===== src/rtl/syn_update_scheduler.sv =====
// Sweeps every synapse word (pre-neuron p, word w) as a read/write pair so the
// synaptic core can apply a training update to each word of the synaptic SRAM.
//
// state     | meaning
// ----------+-------------------------------------------------------------
// IDLE      | waiting for an accepted start (training on, config gate low)
// PRE_FETCH | request spike count of pre-neuron p
// RD        | read word p*WORDS+w, request post counts at w*POST_NEUR_PARALLEL
// WR        | write back the same word with the update qualifier raised
// DONE      | one-cycle completion pulse
module syn_update_scheduler #(
   parameter int INPUT_NEURON         = 784,
   parameter int OUTPUT_NEURON        = 256,
   parameter int POST_NEUR_PARALLEL   = 4,
   parameter int SYN_ARRAY_ADDR_WIDTH = 16,
   parameter int PRE_NEUR_ADDR_WIDTH  = 10,
   parameter int POST_NEUR_ADDR_WIDTH = 10
) (
   input  logic                            CLK,
   input  logic                            RST,
   input  logic                            IS_TRAIN,
   input  logic                            SPI_GATE_ACTIVITY_sync,
   input  logic                            UPD_START,
   output logic                            UPD_BUSY,
   output logic                            UPD_DONE,
   output logic                            CTRL_SYNARRAY_CS,
   output logic                            CTRL_SYNARRAY_WE,
   output logic [SYN_ARRAY_ADDR_WIDTH-1:0] CTRL_SYNARRAY_ADDR,
   output logic                            CTRL_TREF_EVENT,
   output logic                            CTRL_PRE_CNT_RD,
   output logic [PRE_NEUR_ADDR_WIDTH-1:0]  CTRL_PRE_NEURON_ADDRESS,
   output logic                            CTRL_POST_CNT_RD,
   output logic [POST_NEUR_ADDR_WIDTH-1:0] CTRL_POST_NEURON_ADDRESS
);

   localparam int WORDS   = OUTPUT_NEURON / POST_NEUR_PARALLEL;
   localparam int W_WIDTH = (WORDS > 1) ? $clog2(WORDS) : 1;

   localparam logic [W_WIDTH-1:0]             W_LAST = W_WIDTH'(WORDS - 1);
   localparam logic [PRE_NEUR_ADDR_WIDTH-1:0] P_LAST = PRE_NEUR_ADDR_WIDTH'(INPUT_NEURON - 1);

   typedef enum logic [2:0] {
      IDLE,
      PRE_FETCH,
      RD,
      WR,
      DONE
   } state_t;

   state_t                          state;
   state_t                          state_nxt;
   logic [PRE_NEUR_ADDR_WIDTH-1:0]  p;
   logic [W_WIDTH-1:0]              w;
   logic [SYN_ARRAY_ADDR_WIDTH-1:0] syn_addr;
   logic [POST_NEUR_ADDR_WIDTH-1:0] post_base;

   // Widened before the multiply so p*WORDS+w never wraps inside the datapath.
   assign syn_addr  = SYN_ARRAY_ADDR_WIDTH'(p) * SYN_ARRAY_ADDR_WIDTH'(WORDS)
                    + SYN_ARRAY_ADDR_WIDTH'(w);
   assign post_base = POST_NEUR_ADDR_WIDTH'(w) * POST_NEUR_ADDR_WIDTH'(POST_NEUR_PARALLEL);

   always_ff @(posedge CLK) begin
      if (RST) begin
         state <= IDLE;
         p     <= '0;
         w     <= '0;
      end else begin
         state <= state_nxt;
         case (state)
            IDLE: begin
               p <= '0;
               w <= '0;
            end
            WR: begin
               if (w == W_LAST) begin
                  w <= '0;
                  if (p != P_LAST) p <= p + 1'b1;
               end else begin
                  w <= w + 1'b1;
               end
            end
            default: ;
         endcase
      end
   end

   always_comb begin
      state_nxt                = state;
      UPD_BUSY                 = 1'b0;
      UPD_DONE                 = 1'b0;
      CTRL_SYNARRAY_CS         = 1'b0;
      CTRL_SYNARRAY_WE         = 1'b0;
      CTRL_SYNARRAY_ADDR       = '0;
      CTRL_TREF_EVENT          = 1'b0;
      CTRL_PRE_CNT_RD          = 1'b0;
      CTRL_PRE_NEURON_ADDRESS  = '0;
      CTRL_POST_CNT_RD         = 1'b0;
      CTRL_POST_NEURON_ADDRESS = '0;
      case (state)
         IDLE: begin
            if (UPD_START && IS_TRAIN && !SPI_GATE_ACTIVITY_sync) state_nxt = PRE_FETCH;
         end
         PRE_FETCH: begin
            UPD_BUSY                = 1'b1;
            CTRL_PRE_CNT_RD         = 1'b1;
            CTRL_PRE_NEURON_ADDRESS = p;
            state_nxt               = RD;
         end
         RD: begin
            UPD_BUSY                 = 1'b1;
            CTRL_SYNARRAY_CS         = 1'b1;
            CTRL_SYNARRAY_ADDR       = syn_addr;
            CTRL_POST_CNT_RD         = 1'b1;
            CTRL_POST_NEURON_ADDRESS = post_base;
            state_nxt                = WR;
         end
         WR: begin
            // p and w still hold the RD values here, so the write lands on the word just read.
            UPD_BUSY           = 1'b1;
            CTRL_SYNARRAY_CS   = 1'b1;
            CTRL_SYNARRAY_WE   = 1'b1;
            CTRL_TREF_EVENT    = 1'b1;
            CTRL_SYNARRAY_ADDR = syn_addr;
            if (w != W_LAST)      state_nxt = RD;
            else if (p != P_LAST) state_nxt = PRE_FETCH;
            else                  state_nxt = DONE;
         end
         DONE: begin
            UPD_BUSY  = 1'b1;
            UPD_DONE  = 1'b1;
            state_nxt = IDLE;
         end
         default: state_nxt = IDLE;
      endcase
   end

endmodule


===== config.mk =====
export PLATFORM = sky130hd
export DESIGN_NAME = syn_update_scheduler
export DESIGN_NICKNAME = d
export VERILOG_FILES = /design/src/rtl/syn_update_scheduler.sv
export SDC_FILE = /design/constraint.sdc
export NUM_CORES = 1
export LEC_CHECK = 0
export ABC_AREA = 1
export BUFFER_PORTS_ARGS = -buffer_cell sky130_fd_sc_hd__buf_2
export CAP_MARGIN = 15
export CORE_ASPECT_RATIO = 0.9
export CORE_MARGIN = 10
export CORE_UTILIZATION = 53
export DETAILED_ROUTE_END_ITERATION = 6
export GPL_TIMING_DRIVEN = 0
export PLACE_DENSITY = 0.85
export SETUP_SLACK_MARGIN = 0.02
export SLEW_MARGIN = 20
export SYNTH_ARGS = -nofsm -noshare
export SYNTH_HDL_FRONTEND = slang
export SYNTH_SLANG_ARGS = --single-unit
export TNS_END_PERCENT = 100

===== constraint.sdc =====
create_clock -name CLK -period 4 [get_ports CLK]
set_input_delay 0.4 -clock CLK [delete_from_list [all_inputs] [get_ports CLK]]
set_output_delay 0.4 -clock CLK [all_outputs]
set_load 0.02 [all_outputs]

# Word-level counts from Yosys, hierarchy flattened
# Cells that the tools add are included.
word_totals:
  regBits: 19
  in_bits: 5
op_classes:
  mux: 18
  reduce_logical: 8
  n_eq_ne: 10
  addsub: 3
ops:
  columns: ["op", "count"]
  rows:
  - ["two-way mux 10 bit", 3]
  - ["one-hot mux 10 bit (2 select lines)", 1]
  - ["adder 16 x 6 -> 16 bit", 1]
  - ["two-way mux 16 bit", 1]
  - ["one-hot mux 3 bit (4 select lines)", 1]
  - ["one-hot mux 6 bit (2 select lines)", 1]
  - ["adder 10 x 1 -> 10 bit, second input constant", 1]
  - ["!= test 10 bit, second input constant", 1]
  - ["two-way mux 3 bit", 3]
  - ["two-way mux 8 bit", 1]
  - ["adder 6 x 1 -> 6 bit, second input constant", 1]
  - ["== test 3 x 2 -> 1 bit, second input constant", 2]
  - ["== test 6 bit, second input constant", 1]
  - ["two-way mux 1 bit", 6]
  - ["two-way mux 6 bit", 1]
  - ["!= test 2 bit, second input constant", 3]
  - ["!= test 6 bit, second input constant", 1]
  - ["OR reduction 4 bit", 1]
  - ["== test 3 x 1 -> 1 bit, second input constant", 1]
  - ["== test 3 bit, second input constant", 1]
  - ["logical NOT 3 bit", 1]
  - ["AND reduction 3 bit", 1]
  - ["logical AND 1 bit", 2]
  - ["nonzero test 2 bit", 1]
  - ["other kinds (2)", 2]

# Logic depth before layout (Yosys ltp)
# Gate-level depths: netlist of the first run.
depth:
  word_depth: 4
  ltp_mapped: 10
  depth_no_buf: 10

# Worst setup path after synthesis of the first run
# Ideal clock, no wire load.
synth_path:
  kind: "flip-flop to output port"
  start: "register state[0]"
  end: "output port CTRL_PRE_NEURON_ADDRESS[0]"
  required_time_ps: 3600
  arrival_time_ps: 1670
  setup_slack_ps: 1930
  stages_incl_launch_ff: 6
  path_cell_list: "dfxtp_1 > inv_1 > nor3_1 > inv_1 > clkbuf_1 > nor2_1"
synth_between:
  elab_chain_len: 2
synth_rtl:
  columns: ["element", "line_no", "source"]
  rows:
  - ["from (decl)", "50", "state_t state;"]
  - ["from (signal assigned)", "68", "state <= state_nxt;"]
  - ["== test 3 x 1 -> 1 bit", "99", "case (state)"]
  - ["two-way mux 10 bit", "99", null]
  - ["to (decl)", "31", "output logic [PRE_NEUR_ADDR_WIDTH-1:0] CTRL_PRE_NEURON_ADDRESS,"]
# Every way passes these cells.

# Worst setup path after layout of the first run
layout_path:
  start: "register state[0]"
  end: "output port CTRL_PRE_NEURON_ADDRESS[3]"
# The elaborated chain is that of the path after synthesis.

==> results.yml, run 1 <==
yosys:
  synth.largest_area_cell: "dfxtp_1"
  synth-seq-area-share_pct: 28.6
  synthesis.area_per_instance_um2: 6.05
  synth_top_cell_area_share_pct: 28.6
  synth.top_cells.by_area: "dfxtp_1 29%, nor2_1 14%, nand2_1 13%, inv_1 8.2%, a21oi_1 6.8%"
  syn_area_um2: 1330
  yosysWarnings: 0
  ys_types: 26
  ys_ff_latch: 19
  syn_inst: 220
clocking:
  ctsResizeCount: 0
  path_clk_slew_ps: 120
  cts_buffers: 3
  insertion_delay_ps: 300
  cts_hold_buffers: 0
  cts_setup_buffers: 0
  clock_sinks: 19
  clk_path_buf_depth: 2
  cts-root-buf: "clkbuf_4"
  cts_tree: "done"
  htree_levels: 1
worst_setup_path:
  worstSetupPathType: "flop to primary output"
  end_kind: "primary output"
  rr_endpoint: "p[9]"
  r2r_cells: 8
  r2r_start: "p[1]"
  critPathArrivalTime_ps: 1730
  critPathRequiredTime_ps: 3600
  worstSetupStartpointType: "flop"
  worstPathMaxFanout: 10
  rrSetupSlack_ps: 2370
power_and_ir_drop:
  peakVddDrop_mv: 0.262
  internal_power_mw: 0.285
  p_sw_share_pct: 39.2
  pwr-share-clk_pct: 21.4
  combPwrFrac_pct: 34.4
  p_seq_share_pct: 44.2
  power_density_nw_per_um2: 289
  p_sw_mw: 0.184
  p_leak_nw: 0.776
layout:
  layout_commonest_cell: "nor2_1"
  antenna_cells: 0
  nNetsFinal: 278
  drive_gt1_share_pct: 23.0
  final_cell_mix: "50 x nor2_1, 47 x nand2_1, 43 x buf_2"
  final_cells: 298
  syn2layout_area_growth_pct: 21.6
floorplanning:
  die_area_um2: 4920
  die_h_um: 67.5
  io_pins: 48
  initial_core_util_pct: 54.9
  die_w_um: 72.8
  design.core.area_um2: 2420
  rows: 17
detailed_routing:
  drt_iter0_markers: 134
  drcViolationCount: 0
  dr_total_vias: 1487
  postRouteWirelength_um: 3530
  final_antenna_net_count: 0
  firstDrtPassIters: 4
  wl_per_cell_um: 11.8
  vias_per_cell: 4.99
sta:
  final.setup_skew_ps: 16.0
  max_freq_mhz: 469
  layout_min_cycle_time_ps: 2130
  setup_viol: 0
  grt_setup_unrepaired: "false"
  fin_crit_sh_pct: 53.3
  fin_tns_setup_ps: 0
  slew_viol_final: 0
  holdWs_ps: 324
  hold_violations: 0
global_routing:
  antenna_found_initial: 0
  grt_overflow: 0
  grt_pass1_vias: 1299
  grt_usage_pct: 14.4
  grt_pass1_wl_um: 5910
  grt_max_degree: 11
min_path:
  min-delay-start: "RST"
  hp-class: "primary input to flop"
  hold_path_depth: 2
  min_to: "p[2]"
place:
  placed_cells: 294
  place_hpwl_um: 2790
  port_buffers: 43
  gp_congestion: 0.924
flow_run:
  drv_cap: 0
outcome:
  status: "completed"
[routing by layer]
layer	share of wire (%)	vias to the layer above	global-route usage (%)
met2	47	37	24.6
met4	0.26	0	1.42
met5	0	-	0
met1	45	663	17.4
met3	8.5	2	5.71
li1	-	785	-
[flip-flops by register name, indices dropped and copies added, names as in the netlist]
register / cells
p: 10
w: 6
state: 3
[worst max path at each step]
stage / startpoint / end / slack (ps)
2_1_floorplan: state[0] / CTRL_PRE_NEURON_ADDRESS[0] / 1930
6_report: state[0] / CTRL_PRE_NEURON_ADDRESS[3] / 1870
5_1_grt: state[0] / CTRL_PRE_NEURON_ADDRESS[3] / 1690
3_5_place_dp: state[0] / CTRL_PRE_NEURON_ADDRESS[3] / 2210
3_3_place_gp: state[0] / CTRL_PRE_NEURON_ADDRESS[4] / 2260
4_1_cts: state[0] / CTRL_PRE_NEURON_ADDRESS[3] / 1870
[kinds of logic after synthesis]
logic type / count (synthesis) / synth area share [%]
xor gates and xnor gates: 2 / 1.32
other: 1 / 0.282
DFF: 19 / 28.6
adders and majority gates: 2 / 1.88
buffers and inverters: 41 / 13.7
AOI/OAI and AO/OA: 26 / 10.1
and+or+nand+nor: 129 / 44.2
[through the flow]
stage	instance area, um2	util, %	worst slack, ps	power (mW)
after floorplan	1340	-	1930	0.331
after global placement	1590	65.7	2260	0.368
after detailed placement	1590	65.7	2210	0.371
after CTS	1620	66.8	1870	0.470
after global routing	1620	66.8	1690	0.495
final	1620	66.8	1870	0.468
[cell usage after synthesis, drive strengths merged]
library cell,n
o21ai,6
nor2,52
nor4,1
inv,31
nand2,51
o211ai,1
buf,7
dfxtp,19
nor3b,1
xor2,2
conb,1
nand3,14
nand4,4
a21oi,18
clkbuf,3
a31oi,1
ha,2
nor3,6
[final cells by class]
class                   count  area (um2)
flip-flops and latches     19         380
fillers                   247         806
plain buffers              10        63.8
inverters                  31         119
repair buffers             43         215
multi-input cells         163         779
clock buffers               4        26.3
well taps                  28        35.0
[power groups by stage]
stage | registers [mW] | clock network (mW) | logic [mW]
after floorplan | 0.209 | 0 | 0.122
after global placement | 0.210 | 0 | 0.158
after detailed placement | 0.211 | 0 | 0.160
after CTS | 0.206 | 0.103 | 0.161
after global routing | 0.208 | 0.109 | 0.178
final | 0.207 | 0.100 | 0.161
[critical path: stages, from the launching register on]
cell	delay (ps)
dfxtp_1	420
inv_1	130
nor3_1	210
inv_1	100
clkbuf_1	240
nor2_1	140
buf_2	180
Power figures use the tool's default switching activity.
==> run 2: changes to the inputs <==
--- a/config.mk
+++ b/config.mk
@@ -10,10 +10,10 @@
 export CAP_MARGIN = 15
 export CORE_ASPECT_RATIO = 0.9
 export CORE_MARGIN = 10
-export CORE_UTILIZATION = 53
+export CORE_UTILIZATION = 49
 export DETAILED_ROUTE_END_ITERATION = 6
 export GPL_TIMING_DRIVEN = 0
-export PLACE_DENSITY = 0.85
+export PLACE_DENSITY = 0.79
 export SETUP_SLACK_MARGIN = 0.02
 export SLEW_MARGIN = 20
 export SYNTH_ARGS = -nofsm -noshare
==> constraint.sdc (replaced) <==
create_clock -name CLK -period 2.1 [get_ports CLK]
set_input_delay 0.21 -clock CLK [delete_from_list [all_inputs] [get_ports CLK]]
set_output_delay 0.21 -clock CLK [all_outputs]
set_load 0.02 [all_outputs]
==> run 2 against run 1 <==
Effect of this change: largest cell class unchanged; clock-buffer cell count unchanged; register-to-register slack got worse by 1900 ps; routed wire length increased by 0.57%; hold slack worse by 190 ps; largest power group unchanged.
==> results.yml, run 2 (same netlist as run 1, synthesis figures left out) <==
worst_setup_path:
  worstSetupStartpointType: "flop"
  rrSetupSlack_ps: 470
  worstPathMaxFanout: 12
  rr_endpoint: "p[1]"
  crit_path_frequent_cell: "inv_1"
  max_stage_delay_ps: 410
  r2r_cells: 10
  critPathBufInv: 3
  worstSetupPathType: "flop to primary output"
  cpLargestDelayFamily: "buffers and inverters"
  critPathArrivalTime_ps: 1620
  r2r_start: "w[0]"
  crit_chain: "inv_1 -> nor3_1 -> inv_1 -> nor2_1 -> buf_2"
  critPathRequiredTime_ps: 1890
  end_kind: "primary output"
  cpMaxStageDelayCell: "dfxtp_1"
  crit_start: "state[0]"
detailed_routing:
  wl_met3_um: 274
  postRouteWirelength_um: 3550
  routed.top_layer: "met4"
  final_antenna_net_count: 0
  drcViolationCount: 0
  drt_iter0_markers: 115
  firstDrtPassIters: 4
  vias_per_cell: 4.92
  wl_per_cell_um: 11.9
  dr_total_vias: 1462
  wl_met1_um: 1590
  wl_met2_um: 1650
sta:
  hold_violations: 0
  layout_min_cycle_time_ps: 1830
  holdWs_ps: 131
  setup_viol: 0
  slew_viol_final: 0
  relSlewSlack_pct: 65.4
  final.setup_skew_ps: 13.3
  grt_setup_unrepaired: "false"
  fin_crit_sh_pct: 87.2
  max_freq_mhz: 546
  fin_tns_setup_ps: 0
  worst_pin_slew_ps: 519
global_routing:
  grt_pass1_vias: 1288
  antenna_found_initial: 0
  grt_usage_pct: 13.6
  grt_overflow: 0
  grt_max_degree: 11
  grt_pass1_wl_um: 5820
place:
  gp_congestion: 0.916
  place_hpwl_um: 2800
  dpl_cell_area_um2: 1590
  port_buffers: 43
  placed_cells: 294
layout:
  antenna_cells: 0
  layout_commonest_cell: "nor2_1"
  largest_reg_flops: 10
  syn2layout_area_growth_pct: 21.3
  finalInstanceArea_um2: 1620
  final_cells: 297
  nNetsFinal: 277
  largest_register: "p"
  drive_gt1_share_pct: 23.0
  finish.utilization_pct: 63.8
  largestRegisters: "p x10, w x6, state x3"
  final_cell_mix: "50 x nor2_1, 47 x nand2_1, 43 x buf_2"
min_path:
  hp-class: "primary input to flop"
  min_to: "p[2]"
  min-delay-start: "RST"
  hold_path_depth: 2
floorplanning:
  design.core.area_um2: 2530
  die_h_um: 69.5
  initial_core_util_pct: 52.6
  die_area_um2: 5200
  rows: 17
  die_w_um: 74.9
  io_pins: 48
clocking:
  ctsResizeCount: 0
  cts_setup_buffers: 0
  cts_hold_buffers: 0
  htree_levels: 1
  cts-root-buf: "clkbuf_4"
  insertion_delay_ps: 310
  clock_sinks: 19
  cts_tree: "done"
  clk_path_buf_depth: 2
  path_clk_slew_ps: 120
  cts_buffers: 3
flow_run:
  drv_cap: 0
outcome:
  status: "completed"
power_and_ir_drop:
  power_density_nw_per_um2: 548
  peakVddDrop_mv: 0.262
  p_leak_nw: 0.774
run 2: cell types whose count changed in the layout (fill, tap and decap cells not counted), sizes merged:
| cell | previous run | this run |
|---|---|---|
| clkbuf | 7 | 6 |
run 2: cell type report:
type	count	area, um2
inverters	31	119
multi-input cells	163	779
plain buffers	9	60.1
well taps	28	35.0
clock buffers	4	26.3
flip-flops and latches	19	380
repair buffers	43	215
fillers	260	916
run 2: report_power, final:
part	internal (mW)	leakage (nW)	switching, mW
combinational	0.0912	0.606	0.211
sequential	0.376	0.154	0.0174
clock	0.0741	0.0150	0.116
run 2: worst max path at each step:
stage,to,slack [ps],cells past startpoint
2_1_floorplan,CTRL_PRE_NEURON_ADDRESS[0],220,5
3_3_place_gp,CTRL_PRE_NEURON_ADDRESS[7],520,6
3_5_place_dp,CTRL_PRE_NEURON_ADDRESS[3],460,6
4_1_cts,CTRL_PRE_NEURON_ADDRESS[3],100,6
5_1_grt,CTRL_PRE_NEURON_ADDRESS[2],90,5
6_report,CTRL_PRE_NEURON_ADDRESS[3],270,5
run 2: metrics by stage:
stage / setup WS, ps / total power [mW]
2_1_floorplan: 220 / 0.630
3_3_place_gp: 524 / 0.705
3_5_place_dp: 462 / 0.704
4_1_cts: 102 / 0.895
5_1_grt: 88.6 / 0.936
6_report: 269 / 0.885
run 2: layer usage:
metal	vias up	GRT usage (%)
li1	783	-
met1	641	16.7
met2	33	22.5
met3	5	3.28
met4	0	3.33
met5	-	0
